File: src/rtl/timer_counter.sv
// Memory-mapped down-counting timer with one-shot and auto-reload modes.
// Optional prescaler enabled by defining TIMER_PRESCALE_EN.
module timer_counter #(
    parameter int CNT_W = 32
) (
    input  logic        clk,
    input  logic        reset,
    input  logic [31:2] Addr,
    input  logic        WE,
    input  logic [31:0] Din,
    output logic [31:0] Dout,
    output logic        IRQ
);

    typedef enum logic [1:0] {
        IDLE = 2'b00,
        LOAD = 2'b01,
        CNT  = 2'b10,
        INT  = 2'b11
    } state_t;

    localparam logic [1:0] MODE_RELOAD = 2'b01;

    state_t             state;
    state_t             state_next;
    logic               en;
    logic [1:0]         mode;
    logic               im;
    logic [CNT_W-1:0]   preset;
    logic [CNT_W-1:0]   count;
    logic               irq_flag;

    logic               wr_ctrl;
    logic               wr_preset;
    logic               en_eff;
    logic               tick;
    logic               do_load;
    logic               do_dec;
    logic               do_term;
    logic               do_en_clr;
    logic               do_irq_clr;

    // Upper address bits and unused data bits are decoded by the Bridge.
    logic               unused_bits;
    assign unused_bits = ^{Addr[31:4], Din};

    assign wr_ctrl   = WE && (Addr[3:2] == 2'b00);
    assign wr_preset = WE && (Addr[3:2] == 2'b01);

    // The FSM reacts to a CTRL write on the same edge it lands, so enabling
    // reaches LOAD one edge after the write and disabling freezes COUNT at once.
    assign en_eff = wr_ctrl ? Din[0] : en;

`ifdef TIMER_PRESCALE_EN
    logic [15:0] prescale;
    logic [15:0] psc_cnt;

    assign tick = (psc_cnt == prescale);

    always_ff @(posedge clk) begin
        if (reset) begin
            prescale <= '0;
            psc_cnt  <= '0;
        end else begin
            if (WE && (Addr[3:2] == 2'b11))
                prescale <= Din[15:0];
            if (do_load)
                psc_cnt <= '0;
            else if (state == CNT && en_eff)
                psc_cnt <= tick ? 16'd0 : psc_cnt + 16'd1;
        end
    end
`else
    assign tick = 1'b1;
`endif

    // NOTE: every output of this block gets a default before the case, so no
    // path leaves a signal unassigned and no latch is inferred.
    always_comb begin
        state_next = state;
        do_load    = 1'b0;
        do_dec     = 1'b0;
        do_term    = 1'b0;
        do_en_clr  = 1'b0;
        do_irq_clr = 1'b0;
        case (state)
            IDLE: begin
                if (en_eff)
                    state_next = LOAD;
            end
            LOAD: begin
                do_load    = 1'b1;
                state_next = CNT;
            end
            CNT: begin
                if (!en_eff) begin
                    state_next = IDLE;
                end else if (tick) begin
                    if (count > CNT_W'(1)) begin
                        do_dec = 1'b1;
                    end else begin
                        do_term    = 1'b1;
                        state_next = INT;
                    end
                end
            end
            INT: begin
                state_next = IDLE;
                if (mode == MODE_RELOAD)
                    do_irq_clr = 1'b1;
                else
                    do_en_clr = 1'b1;
            end
            default: state_next = IDLE;
        endcase
    end

    // NOTE: state is updated with non-blocking assignments so every register
    // in this block samples the pre-edge values, independent of statement order.
    always_ff @(posedge clk) begin
        if (reset) begin
            state    <= IDLE;
            en       <= 1'b0;
            mode     <= 2'b00;
            im       <= 1'b0;
            preset   <= '0;
            count    <= '0;
            irq_flag <= 1'b0;
        end else begin
            state <= state_next;

            // A CPU write to CTRL wins over the one-shot EN clear.
            if (wr_ctrl) begin
                en   <= Din[0];
                mode <= Din[2:1];
                im   <= Din[3];
            end else if (do_en_clr) begin
                en <= 1'b0;
            end

            if (wr_preset)
                preset <= Din[CNT_W-1:0];

            if (do_load)
                count <= preset;
            else if (do_dec)
                count <= count - CNT_W'(1);
            else if (do_term)
                count <= '0;

            // A terminal count is never lost to a coincident register write.
            if (do_term)
                irq_flag <= 1'b1;
            else if (wr_ctrl || wr_preset || do_irq_clr)
                irq_flag <= 1'b0;
        end
    end

    assign IRQ = im & irq_flag;

    always_comb begin
        Dout = 32'd0;
        case (Addr[3:2])
            2'b00:   Dout = {28'd0, im, mode, en};
            2'b01:   Dout = 32'(preset);
            2'b10:   Dout = 32'(count);
`ifdef TIMER_PRESCALE_EN
            2'b11:   Dout = {16'd0, prescale};
`endif
            default: Dout = 32'd0;
        endcase
    end

endmodule

File: config.mk
export PLATFORM = sky130hd
export DESIGN_NAME = timer_counter
export DESIGN_NICKNAME = d
export VERILOG_FILES = /design/src/rtl/timer_counter.sv
export SDC_FILE = /design/constraint.sdc
export NUM_CORES = 1
export LEC_CHECK = 0
export BUFFER_PORTS_ARGS = -buffer_cell sky130_fd_sc_hd__buf_4
export CAP_MARGIN = 10
export CORE_UTILIZATION = 50
export DETAILED_ROUTE_END_ITERATION = 12
export PLACE_DENSITY = 0.81
export SETUP_SLACK_MARGIN = 0.05
export SLEW_MARGIN = 0
export SYNTH_ARGS = -nofsm -noshare
export SYNTH_HDL_FRONTEND = slang
export SYNTH_SLANG_ARGS = --single-unit
export TNS_END_PERCENT = 100
File: constraint.sdc
create_clock -name clk -period 2.4 [get_ports clk]
set_input_delay 0.24 -clock clk [delete_from_list [all_inputs] [get_ports clk]]
set_output_delay 0.24 -clock clk [all_outputs]
set_load 0.01 [all_outputs]
# [After elaboration in Yosys (flattened, before gate mapping)]
# Index checks and enable logic that the tools add are counted.
[classes] magnitude_cmp=1 mux=24 bitwise=1 n_eq_ne=8 addsub=1 n_reduce_logical=10
[op_table] cell="two-way mux 32 bit" n=3
[op_table] cell="one-hot mux 32 bit (3 select lines)" n=1
[op_table] cell="> comparator 32 x 1 -> 1 bit, second input constant" n=1
[op_table] cell="subtractor 32 x 1 -> 32 bit, second input constant" n=1
[op_table] cell="two-way mux 1 bit" n=16
[op_table] cell="one-hot mux 2 bit (4 select lines)" n=1
[op_table] cell="== test 2 x 1 -> 1 bit, second input constant" n=3
[op_table] cell="== test 2 bit, second input constant" n=3
[op_table] cell="two-way mux 2 bit" n=3
[op_table] cell="logical NOT 2 bit" n=2
[op_table] cell="nonzero test 2 bit" n=2
[op_table] cell="!= test 3 bit, second input constant" n=1
[op_table] cell="nonzero test 3 bit" n=1
[op_table] cell="logical AND 1 bit" n=2
[op_table] cell="logical OR 1 bit" n=2
[op_table] cell="!= test 2 bit, second input constant" n=1
[op_table] cell="AND reduction 2 bit" n=1
[op_table] cell="AND 1 bit" n=1
[totals] input_bits=65 out_inout_bits=33 wordCells=52 register_bits=71

# [Depth between registers and ports, before layout]
# Gate-level depths: netlist of the first run.
[logic_depth] depth_word=8 depth_mapped=9 depth_no_buf=7

# [Least setup slack after synthesis of the first run]
# OpenSTA, ideal clock, no wires.
[synth_timing] path_kind="reg-to-reg" from="register count[2]" to="register count[1]" t_required_ns=2.272 t_arrival_ns=1.930 setup_ns=0.128 n_path_buf=1 path_slack_ns=0.342 synth_period_minus_slack_ns=2.058 path_stages_with_launch=7 path_cell_list="dfxtp_1 buf_2 nor4_2 and4_1 a31oi_2 a222oi_1 nor2_1"
[synth_via] elab_chain_cells=6 elab_cells_between_ends=10 classes_between="order compare: 1; mux: 8; reduce/logical: 1"
[synth_lines] item="start, declared" line_no="30" rtl="logic [CNT_W-1:0] count;"
[synth_lines] item="start signal, assigned" line_no="145" rtl="count <= preset;"
[synth_lines] item="start signal, assigned" line_no="147" rtl="count <= count - CNT_W'(1);"
[synth_lines] item="> comparator 32 x 1 -> 1 bit *" line_no="99" rtl="if (count > CNT_W'(1)) begin"
[synth_lines] item="two-way mux 1 bit" line_no="99"
[synth_lines] item="two-way mux 1 bit" line_no="96" rtl="if (!en_eff) begin"
[synth_lines] item="two-way mux 1 bit" line_no="86" rtl="case (state)"
[synth_lines] item="two-way mux 32 bit" line_no="146" rtl="else if (do_dec)"
[synth_lines] item="two-way mux 32 bit" line_no="144" rtl="if (do_load)"
# Mark *: on every way between the ends. The rest lies on a longest branch, timed or not.
# A chain may end at the register's enable or synchronous reset.

# [Worst setup path in the final report of the first run]
[layout_timing] from="register count[28]" to="register count[23]"
# The elaborated chain is that of the path after synthesis.

==> results.md, run 1 <==
- Vias post-DR: 4171
- Worst-Margin Slew: 0.679 ns
- Clk slew on worst S/H paths: 0.08 ns
- Grt ovf: 0
- Sequential fraction of the synthesis area: 35.7%
- CTS HTree Levels: 3
- Routed len/inst: 16.7 µm
- Pins Over Slew Limit: 0
- Hold_sp: Din[22]
- Nets: 635
- Crit path DAT: 2.47 ns
- Die Y: 91.2 µm
- Pleak: 1.98 nW
- Maximum clock frequency: 0.446 GHz
- Worst IR Drop VDD: 0.350 mV
- Synth top area share: 35.7%
- Syn Area/Cell: 7.95 µm²
- Final min period: 2.24 ns
- Final period utilization: 93.4%
- Area Growth Syn to Fin: 23.8%
- Synth area leaders: dfxtp_1, nand2_1, a21oi_1
- Cell Rows: 32
- Cell accounting for the most synthesized area: dfxtp_1
- Final TNS setup: 0 ns
- Post-DP HPWL: 7540 µm
- CP max FO: 7
- Final core utilization: 63.7%
- Drt pass-1 iters: 6
- Setup crit start: count[28]$_SDFFE_PP0P_
- Global-route wire length before repair: 18200 µm
- Die width: 91.2 µm
- CP endpoint kind: flop
- Final WL: 11200 µm
- Post-synth EDFFs: 0
- WP data required: 2.63 ns
- Kind of critical path: flop to flop
- Pwr dens: 509 nW/µm²
- FF+latch count, synth: 71
- Synth cell count leaders: nand2_1, dfxtp_1, a21oi_1, clkbuf_1, a22o_1
- Initial antenna violation count: 0
- Vias per cell: 6.18
- Routed Antenna Nets: 0
- TritonCTS clock tree: yes
- R2r setup slk: 0.16 ns
- Post-synth net total: 567
- Drt initial violations: 402
- Max incr delay on CP: 0.67 ns
- CTS Sinks: 71
- Cell area after synthesis: 3980 µm²
- Reg2reg start: count[28]$_SDFFE_PP0P_
- Core ar.: 7730 µm²
- Synth cell types: 57
- Final Hold Violating Endpoints: 0
- Setup violators final: 0
- YS warnings: 0
- Post-CTS Hold Buffers: 0
- Max cap viols: 0
- DRC viols: 0
- Worst slew margin: 54.6%
- Number of port buffers: 69
- Largest net degree at the start of global routing: 42
- Min-Delay Path Class: input pin to flop
- Top-count cell post-synth: nand2_1
- CTS Buffer Depth: 2
- FFs w/ async S/R, synth: 0%
- Vias in the first global route: 3794
- Fin Clk Skew: 0.0102 ns
- CP Cell Sequence: or4_1 > nor4_4 > buf_4 > nand3_1 > a21boi_0 > a21oi_1
- Slowest CP cell: or4_1
- Mapped Cells: 500
- Ys flop type: dfxtp_1
- Startpoint Class: flop
- GRT Util Overall: 27.2%
- Layout fillers: 673
- IO Count: 98
- RD Place Congestion: 0.939
- Starting density of the core: 51.5%
- Total die area: 8310 µm²
- Status: complete, no violations
- TritonCTS buffer count: 9
- Clk_lat worst skew: 0.36 ns
- Fraction of layout cells with a size suffix above 1: 24.1%
- # diodes: 0
- RSZ-0062 raised after global routing: false
- CTS Root Cell: clkbuf_8
==> layer usage <==
metal  track usage [%]  routed length (µm)  up-vias
li1                  -                   -     1994
met1              34.1                4770     1971
met2              47.2                5600      181
met3              5.11                 692       25
met4              8.07                 182        0
met5                 0                   0        -
==> power by group <==
| group | internal, mW | leakage (nW) | switching, mW |
|---|---|---|---|
| Clock | 0.502 | 0.0981 | 0.470 |
| Combinational | 0.135 | 1.31 | 0.175 |
| Sequential | 1.20 | 0.575 | 0.0227 |
| Total | 1.84 | 1.98 | 0.668 |
==> layout by cell type (no fill, tap or decap), types with 5 or more instances in the layout <==
| cell | n |
|---|---|
| a31oi_1 | 8 |
| o21ai_0 | 12 |
| dfxtp_1 | 71 |
| clkbuf_8 | 10 |
| inv_1 | 6 |
| a222oi_1 | 5 |
| nor4_1 | 9 |
| nand3_1 | 12 |
| nor2_1 | 21 |
| a22o_1 | 28 |
| nand2_1 | 85 |
| a22oi_1 | 19 |
| buf_4 | 101 |
| nor4_2 | 8 |
| or3_1 | 6 |
| nor3_1 | 12 |
| mux2i_1 | 10 |
| o21ai_1 | 6 |
| a21oi_1 | 57 |
| nand4_1 | 8 |
| o31a_1 | 8 |
==> state kept, by name (all words and copies together) (netlist names) <==
| name | count |
|---|---|
| count | 32 |
| en | 1 |
| im | 1 |
| irq_flag | 1 |
| mode | 2 |
| preset | 32 |
| state | 2 |
==> cell families (layout without fill, tap and decap cells) <==
| group | after synthesis | in the layout | share of synthesized area [%] |
|---|---|---|---|
| multiplexers | 11 | 11 | 2.80 |
| AO/OA/AOI/OAI | 163 | 163 | 27.9 |
| flip-flops | 71 | 71 | 35.7 |
| XOR/XNOR | 6 | 6 | 1.32 |
| adder cells (fa/ha/maj) | 2 | 2 | 0.629 |
| AND/OR/NAND/NOR | 195 | 195 | 26.0 |
| buffers and inverters | 52 | 125 | 5.63 |
==> worst max-delay path: cells and delay by family (launching register included) <==
family                 cells  cell delay (ns)
buffers and inverters      1             0.19
AO/OA/AOI/OAI              2             0.31
AND/OR/NAND/NOR            3             1.23
flip-flops                 1             0.39
==> through the flow <==
stage / setup WS (ns) / total power [mW] / instances / instance area (µm²) / hold WS [ns]
6_report: 0.159 / 2.51 / 675 / 4920 / 0.119
5_1_grt: 0.0286 / 2.59 / 675 / 4920 / 0.114
4_1_cts: 0.104 / 2.51 / 674 / 4890 / 0.115
3_5_place_dp: 0.109 / 1.55 / 658 / 4690 / 0.464
3_3_place_gp: 0.175 / 1.54 / 658 / 4690 / 0.460
2_1_floorplan: 0.342 / 1.43 / 500 / 3980 / 0.376
==> worst paths after layout <==
kind                                   to  cells past startpoint
hold / removal    preset[22]$_SDFFE_PP0P_                      3
setup / recovery   count[23]$_SDFFE_PP0P_                      6
hold reg to reg   preset[19]$_SDFFE_PP0P_                      2
setup reg to reg   count[23]$_SDFFE_PP0P_                      6
==> cell type report <==
| cell class | count | area [µm²] | area share (%) |
|---|---|---|---|
| Multi-Input combinational cell | 377 | 2360 | 48.0 |
| Sequential cell | 71 | 1420 | 28.9 |
| Timing Repair Buffer | 103 | 793 | 16.1 |
| Clock buffer | 10 | 138 | 2.80 |
| Tap cell | 102 | 128 | 2.59 |
| Clock inverter | 6 | 60.1 | 1.22 |
| Inverter | 6 | 22.5 | 0.457 |
==> repair_timing <==
action	4_1_cts	5_1_grt
setup buffers	0	0
setup endpoints to repair	0	17
resized for setup	0	2
endpoints found under the hold margin	0	0
No activity file was read; power rests on OpenSTA's default activity.
==> run 2: changes to the inputs <==
Settings changed: CAP_MARGIN 10 to unset, CTS_BUF_LIST set to sky130_fd_sc_hd__clkbuf_8 sky130_fd_sc_hd__clkbuf_16.
==> run 2 against run 1 <==
Worst hold slack better by 0.0046 ns. Clock skew is 0.0023 ns lower. Power is 0.42% lower. Sequential cell count stayed put. Final area is 0.30% lower. Register-to-register slack hardly changed. Global-route usage stayed put. Critical path depth stayed put. Cell count is 0.15% lower. Critical endpoint unchanged.
==> results.md, run 2 (synthesized netlist as in run 1, its figures left out) <==
- Status: complete, no violations
- Max cap viols: 0 (unchanged)
- Most frequent cells in the layout: buf_4, nand2_1, dfxtp_1, a21oi_1, a22o_1
- RSZ-0062 raised after global routing: false
- Drt initial violations: 289 (-28%)
- Global-route wire length before repair: 18200 µm (unchanged)
- Setup violators final: 0 (unchanged)
- Pins Over Slew Limit: 0 (unchanged)
- Final min period: 2.24 ns (-0.00496 ns)
- CTS Sinks: 71 (unchanged)
- Drt pass-1 iters: 6 (unchanged)
- # resized after CTS: 0 (unchanged)
- Setup crit start: count[28]$_SDFFE_PP0P_
- RD Place Congestion: 0.939 (unchanged)
- CTS Buffer Depth: 2 (unchanged)
- Post-DP HPWL: 7540 µm (unchanged)
- Most common cell after layout, fill and taps aside: buf_4
- Dpl cells: 658 (unchanged)
- Number of port buffers: 69 (unchanged)
- Worst slew margin: 17.4% (-37 points)
- Final Non-Filler Cells: 674 (-0.15%)
- Initial antenna violation count: 0 (unchanged)
- WP data required: 2.63 ns (about the same)
- Fraction of layout cells with a size suffix above 1: 24.0% (-0.13 points)
- Worst IR Drop VDD: 0.350 mV (about the same)
- Final TNS setup: 0 ns (unchanged)
- TritonCTS buffer count: 9 (unchanged)
- Cell Rows: 32 (unchanged)
- Crit path DAT: 2.46 ns (about the same)
- IO Count: 98 (unchanged)
- TritonCTS clock tree: yes
- Pwr dens: 509 nW/µm² (-0.12%)
- Maximum clock frequency: 0.447 GHz (+0.22%)
- Layout fillers: 675 (+0.30%)
- Vias post-DR: 4140 (-0.74%)
- Core ar.: 7730 µm² (unchanged)
- DRC viols: 0 (unchanged)
- Final period utilization: 93.2% (-0.21 points)
- # diodes: 0 (unchanged)
- Largest net degree at the start of global routing: 42 (unchanged)
- Starting density of the core: 51.5% (unchanged)
- Post-CTS setup buffers: 0 (unchanged)
- CTS Root Cell: clkbuf_8
- Worst reg2reg path endpoint: count[23]$_SDFFE_PP0P_
- Post-CTS Hold Buffers: 0 (unchanged)
- Total die area: 8310 µm² (unchanged)
- Kind of critical path: flop to flop
- Crit path to: count[23]$_SDFFE_PP0P_
- Clk_lat worst skew: 0.36 ns (about the same)
- Pleak: 1.97 nW (-0.37%)
- Min-Delay Path Class: input pin to flop
- CP endpoint kind: flop
- Nets: 634 (-0.16%)
- Top flop regs: count: 32 flops, preset: 32 flops
- Vias per cell: 6.14 (-0.60%)
- CTS HTree Levels: 3 (unchanged)
- Routed len/inst: 16.5 µm (-1.1%)
- Reg2reg start: count[28]$_SDFFE_PP0P_
- CP max FO: 7 (unchanged)
- Register-to-Register Path Depth: 6 (unchanged)
- Vias in the first global route: 3794 (unchanged)
- Die width: 91.2 µm (unchanged)
- R2r setup slk: 0.16 ns (about the same)
- Startpoint Class: flop
- Fin Clk Skew: 0.00790 ns (-0.00226 ns)
- Routed Antenna Nets: 0 (unchanged)
- Final Hold Violating Endpoints: 0 (unchanged)
- Worst-Margin Slew: 1.23 ns (+0.555 ns)
- Die Y: 91.2 µm (unchanged)
- Clk slew on worst S/H paths: 0.08 ns (about the same)
- Final WL: 11100 µm (-1.3%)
- Area Growth Syn to Fin: 23.4%
- GRT Util Overall: 27.2% (unchanged)
- Grt ovf: 0 (unchanged)
-- run 2: through the flow --
step	utilization, %	setup WS (ns)	power (mW)	hold slack [ns]	area (µm²)
finish	63.5	0.164	2.50	0.124	4910
global route	63.5	0.0288	2.58	0.114	4910
CTS	63.3	0.104	2.51	0.115	4890
detailed placement	60.7	0.109	1.55	0.464	4690
global placement	60.7	0.175	1.54	0.460	4690
floorplan	-	0.342	1.43	0.376	3980
-- run 2: worst max-delay path, stage by stage (launching register included) --
cell and delay, ns:
dfxtp_1 0.39, or4_1 0.66, nor4_4 0.36, buf_4 0.18, nand3_1 0.20, a21boi_0 0.23, a21oi_1 0.08
-- run 2: worst min-delay path by stage --
stage	from	to	slack, ns	cells after the start
after floorplan	Din[20]	preset[20]$_SDFFE_PP0P_	0.38	2
after global placement	preset[4]$_SDFFE_PP0P_	preset[4]$_SDFFE_PP0P_	0.46	2
after detailed placement	preset[19]$_SDFFE_PP0P_	preset[19]$_SDFFE_PP0P_	0.46	2
after CTS	Din[9]	preset[9]$_SDFFE_PP0P_	0.11	3
after global routing	Din[22]	preset[22]$_SDFFE_PP0P_	0.11	3
final	Din[22]	preset[22]$_SDFFE_PP0P_	0.12	3
-- run 2: final cells by class --
cell class / instances / area, µm² / share of cell area (%)
multi-input combinational: 377 / 2360 / 48.1
sequential: 71 / 1420 / 29.0
timing repair buffer: 102 / 778 / 15.9
clock buffer: 10 / 138 / 2.80
tap: 102 / 128 / 2.60
clock inverter: 6 / 60.1 / 1.22
inverter: 6 / 22.5 / 0.459
-- run 2: metal layers --
metal  share of wire, %  up-vias  track usage [%]
met3                5.8       24             5.11
met1                 43     1950             34.1
met5                  0        -                0
met4                1.4        0             8.07
met2                 50      173             47.2
li1                   -     1993                -
-- run 2: where the power goes --
part	internal (mW)	total [mW]	switching, mW
clock	0.502	0.966	0.464
combinational	0.133	0.307	0.174
sequential	1.20	1.22	0.0223
total	1.84	2.50	0.660
